--- src/rtl/button_conditioner.sv ---
// button_conditioner
//   Synchronises, debounces and arbitrates the four active-low direction
//   buttons, and turns them into single-cycle move events with auto-repeat
//   for the cursor-control logic.
//
// Ports
//   CLOCK_50   in   clock, rising edge
//   reset      in   asynchronous, active-high reset
//   up_but     in   raw button, low = pressed (likewise down/left/right)
//   move_valid out  one-cycle move event
//   move_dir   out  [1:0] direction of the event: 00 up, 01 down, 10 left, 11 right
//   pressed    out  [3:0] debounced levels, active-high: [3] up [2] down [1] left [0] right
//   holding    out  high while a pressed button is being tracked for repeat
module button_conditioner #(
  parameter int unsigned DEBOUNCE_CYCLES = 1_000_000,
  parameter int unsigned REPEAT_DELAY    = 25_000_000,
  parameter int unsigned REPEAT_PERIOD   = 5_000_000,
  parameter int unsigned CNT_W           = 25
) (
  input  logic       CLOCK_50,
  input  logic       reset,
  input  logic       up_but,
  input  logic       down_but,
  input  logic       left_but,
  input  logic       right_but,
  output logic       move_valid,
  output logic [1:0] move_dir,
  output logic [3:0] pressed,
  output logic       holding
);

  localparam logic [CNT_W-1:0] DB_LAST = CNT_W'(DEBOUNCE_CYCLES - 1);
  localparam logic [CNT_W-1:0] RD_LOAD = CNT_W'(REPEAT_DELAY);
  localparam logic [CNT_W-1:0] RP_LOAD = CNT_W'(REPEAT_PERIOD);
  localparam logic [CNT_W-1:0] ONE     = CNT_W'(1);

  typedef enum logic [1:0] {
    IDLE,
    HOLD,
    RELEASE
  } state_t;

  state_t           state;
  logic [3:0]       raw;
  logic [3:0]       sync1;
  logic [3:0]       sync2;
  logic [3:0]       db_level;
  logic [CNT_W-1:0] db_cnt [4];
  logic [CNT_W-1:0] rep_cnt;
  logic             held;

  assign raw     = {up_but, down_but, left_but, right_but};
  assign pressed = ~db_level;

  // Direction code d belongs to pressed bit 3-d, which for two bits is ~d.
  assign held = pressed[~move_dir];

  function automatic logic [1:0] prio_dir(input logic [3:0] p);
    if (p[3])      return 2'b00;
    else if (p[2]) return 2'b01;
    else if (p[1]) return 2'b10;
    else           return 2'b11;
  endfunction

  // Synchroniser and per-button debouncer. The level flips on the
  // DEBOUNCE_CYCLES-th consecutive mismatching cycle.
  always_ff @(posedge CLOCK_50 or posedge reset) begin
    if (reset) begin
      sync1    <= '1;
      sync2    <= '1;
      db_level <= '1;
      for (int unsigned i = 0; i < 4; i++) begin
        db_cnt[i] <= '0;
      end
    end else begin
      sync1 <= raw;
      sync2 <= sync1;
      for (int unsigned i = 0; i < 4; i++) begin
        if (sync2[i] == db_level[i]) begin
          db_cnt[i] <= '0;
        end else if (db_cnt[i] == DB_LAST) begin
          db_level[i] <= sync2[i];
          db_cnt[i]   <= '0;
        end else begin
          db_cnt[i] <= db_cnt[i] + ONE;
        end
      end
    end
  end

  // Event FSM. Release is tested before expiry so it wins a same-cycle tie.
  always_ff @(posedge CLOCK_50 or posedge reset) begin
    if (reset) begin
      state      <= IDLE;
      move_valid <= 1'b0;
      move_dir   <= '0;
      holding    <= 1'b0;
      rep_cnt    <= '0;
    end else begin
      move_valid <= 1'b0;
      case (state)
        IDLE: begin
          if (|pressed) begin
            move_dir   <= prio_dir(pressed);
            move_valid <= 1'b1;
            holding    <= 1'b1;
            rep_cnt    <= RD_LOAD;
            state      <= HOLD;
          end
        end
        HOLD: begin
          if (!held) begin
            holding <= 1'b0;
            state   <= RELEASE;
          end else if (REPEAT_DELAY != 0) begin
            if (rep_cnt <= ONE) begin
              move_valid <= 1'b1;
              rep_cnt    <= RP_LOAD;
            end else begin
              rep_cnt <= rep_cnt - ONE;
            end
          end
        end
        RELEASE: begin
          if (pressed == 4'b0000) begin
            state <= IDLE;
          end
        end
        default: begin
          state   <= IDLE;
          holding <= 1'b0;
        end
      endcase
    end
  end

endmodule
--- config.mk ---
export PLATFORM = sky130hd
export DESIGN_NAME = button_conditioner
export DESIGN_NICKNAME = d
export VERILOG_FILES = /design/src/rtl/button_conditioner.sv
export SDC_FILE = /design/constraint.sdc
export NUM_CORES = 1
export LEC_CHECK = 0
export ABC_AREA = 1
export CORE_AREA = 2 2 127 129
export DETAILED_ROUTE_END_ITERATION = 10
export DIE_AREA = 0 0 129 131
export PLACE_DENSITY = 0.73
export SETUP_SLACK_MARGIN = 0.2
export SLEW_MARGIN = 20
export SYNTH_ARGS = -nofsm -noshare
export SYNTH_HDL_FRONTEND = slang
export SYNTH_SLANG_ARGS = --single-unit
--- constraint.sdc ---
create_clock -name CLOCK_50 -period 9.6 [get_ports CLOCK_50]
set_input_delay 2.88 -clock CLOCK_50 [delete_from_list [all_inputs] [get_ports CLOCK_50]]
set_output_delay 2.88 -clock CLOCK_50 [all_outputs]
set_load 0.05 [all_outputs]
==> metrics.md <==
| Metric | Value |
|---|---|
| Synth area leaders | `dfrtp_1, nand2_1, nor2_1` |
| WP depth | `2` |
| Simple-gate share of the synthesized area | `0.387` |
| Bufs and invs on worst path | `2` |
| WP data arrival | `roughly 1.8 ns` |
| Seq/Total Area, Yosys | `0.447` |
| PD cells | `152 mW/mm²` |
| Final Max Tran Viols | `0` |
| Layout area overhead | `12.6%` |
| Total power | `1380 µW` |
| Synth Instances | `1106` |
| Reg2Reg Depth | `8` |
| Via Count | `7056` |
| Routed wire per std cell | `13.2 µm` |
| Post-synthesis mux area share | `0` |
| Post-Route WL | `17900 µm` |
| Fin. Hold Viols | `0` |
| Final Skew | `0.00762 ns` |
| GRT Overall Usage | `0.228` |
| Post-CTS resize count | `0` |
| Setup TNS | `0 ns` |
| Post-synth ARST share | `1.00` |
| DRT antenna net count | `0` |
| Adder-Cell Fraction of Synth Area | `0.00933` |
| Later-pin clock latency in the skew report | `0.42 ns` |
| Cell area after synthesis | `0.00805 mm²` |
| DR vias/cell | `5.19` |
| Max cap viols | `0` |
| Detailed Route Iter0 Violations | `586` |
| Chip Width | `129 µm` |
| Maximum VDD drop | `0.133 mV` |
| FILL cells | `1432` |
| Yosys reg bits | `143` |
| CP Cell Sequence | `inv_1 > clkdlybuf4s50_1` |
| Largest area contributor in the netlist | `dfrtp_1` |
| Int Pwr | `approximately 1100 µW` |
| CP delay by family, top | `buffers and inverters` |
| Vias in the first global route | `between 6000 and 7000` |
| # H-tree levels | `4` |
| Gp weighted congestion | `roughly 0.94` |
| Grt ovf | `0` |
| Cell with the most instances after synthesis | `nand2_1` |
| Worst-Margin Slew | `0.882 ns` |
| Period minus WS final | `4.70 ns` |
| Die area | `0.0169 mm²` |
| Yosys top cell area share | `0.407` |
| Initial antenna violation count | `0` |
| Sw frac | `0.211` |
| CTS tree | `done` |
| Leakage power | `about 0.0038 µW` |
| Main combinational cell family by area after synthesis | `simple AND/OR/NAND/NOR gates` |
| CP Max Fanout | `4` |
| Fin nets | `1142` |
| EDFF count, synth | `0` |
| # diodes | `0` |
| First-pass GRT wire length | `30800 µm` |
| Synth Area in XOR/XNOR | `0.0555` |
| Clock buffer depth | `2` |
| Die Y | `about 130 µm` |
| Cell Rows | `46` |
| Top_reg_cell synth | `dfrtp_1` |
| Dpl ws | `between 4 and 5 ns` |
| Number of distinct library cells after synthesis | `36` |
| Startpoint types | `flop` |
| Share of cells above drive strength 1 | `0.0682` |
| Post-CTS Setup Bufs | `0` |
| Synth Area in Compound Gates | `0.0322` |
| Worst setup slack after layout | `4.90 ns` |
| Fmax | `213 MHz` |
| Slew margin rel. | `0.412` |
| Syn avg cell area | `7.27 µm²` |
| Ys Warns | `0` |
| Synth cell count leaders | `nand2_1, nor2_1, inv_1, dfrtp_1, nand3_1` |
| Drt pass-1 iters | `6` |
| Worst setup path class | `flop to primary output` |
| Status | `finished clean` |
| Hold Path Cell Cnt | `0` |
| Unrepaired setup endpoints after global routing | `no` |
| Slowest-stage cell, CP | `clkdlybuf4s50_1` |
| Fin crit share | `0.489` |
| Sequential share of power | `0.447` |
| Total CTS buffers | `17` |
| CP required | `6.72 ns` |
| Clock root cell | `clkbuf_16` |
| Sink Count | `143` |
| Initial Util | `0.516` |
| Max stage delay on crit path | `~0.75 ns` |
| Core Footprint | `between 0.015 and 0.02 mm²` |
| Port Buffers | `13` |
| Hpwl dp | `approximately 13000 µm` |
| Top Ports | `14` |
| Worst-path clk slew | `0.06 ns` |
| Pin count of the biggest net entering global routing | `73` |
| Worst hold path class | `flop to flop` |
| Combinational Power Share | `0.022` |
| Syn_nets | `~1100` |
| Crit. End Element | `primary output` |
| # hold bufs at CTS | `0` |
| Switch Pwr | `290 µW` |
| Endpoints failing setup | `0` |
| DRC Markers | `0` |
| Part of the power in the clock network | `0.531` |
[path summary, 6_finish.rpt]
kind / start / to / slack [ns]
setup / recovery: db_level[2]$_DFFE_PP1P_ / pressed[2] / 4.90
hold / removal: sync1[1]$_DFF_PP1_ / sync2[1]$_DFF_PP1_ / 0.36
setup reg to reg: db_cnt[50]$_DFF_PP0_ / db_cnt[68]$_DFF_PP0_ / 7.56
hold reg to reg: sync1[1]$_DFF_PP1_ / sync2[1]$_DFF_PP1_ / 0.36
max in group asynchronous: reset / db_cnt[6]$_DFF_PP0_ / 5.33
min in group asynchronous: reset / db_cnt[56]$_DFF_PP0_ / 2.93
[sequential cells by signal (all words and copies together) (netlist names)]
signal,flops
db_cnt,100
rep_cnt,25
db_level,4
sync1,4
sync2,4
move_dir,2
state,2
holding,1
move_valid,1
[per-layer routing]
layer / track usage / share of wire / vias to the layer above / wire, µm
met4: 0.0876 / 0.019 / 0 / 345
met1: 0.315 / 0.48 / 3288 / 8560
met3: 0.0448 / 0.047 / 29 / 846
met2: 0.358 / 0.46 / 194 / 8160
li1: - / - / 3545 / -
met5: 0 / 0 / - / 0
[cell usage in the layout (no fill, tap or decap), drive strengths merged, types with 6 or more instances in the layout]
master / instances
nor3: 64
nand3: 75
clkbuf: 19
o21ai: 27
a21oi: 15
clkdlybuf4s50: 13
nor2: 263
xnor2: 10
ha: 6
nand4: 35
inv: 137
dfstp: 12
xor2: 41
dfrtp: 131
nor3b: 7
nand2: 257
[power groups by stage]
stage               Clock [µW]  Combinational, µW  Sequential [µW]
global placement             0               31.4              626
detailed placement           0               31.9              626
CTS                        743               32.0              615
finish                     730               30.5              615
floorplan                    0               22.3              624
global route               772               36.6              616
[stage by stage]
stage	util	hold slack, ns	cell area (µm²)	std cells
floorplan	-	0.345	8050	1106
global placement	0.539	0.345	8410	1327
detailed placement	0.539	0.347	8410	1327
CTS	0.581	0.364	9060	1359
global route	0.581	0.363	9060	1359
finish	0.581	0.362	9060	1359
[final cells by class]
cell class | count | area [µm²] | area share
multi-input cells | 819 | 3890 | 0.430
flip-flops and latches | 143 | 3590 | 0.397
inverters | 135 | 512 | 0.0565
clock buffers | 19 | 443 | 0.0489
well taps | 216 | 270 | 0.0298
clock inverters | 13 | 210 | 0.0232
repair buffers | 14 | 138 | 0.0152
[cells by family (layout without fill, tap and decap cells)]
group,count (synthesis),count (layout)
adder cells (fa/ha/maj),6,6
flip-flops,143,143
AO/OA/AOI/OAI,49,49
XOR/XNOR,51,51
buffers and inverters,144,181
AND/OR/NAND/NOR,713,713
Note: power is estimated with default switching activity, not from simulation.
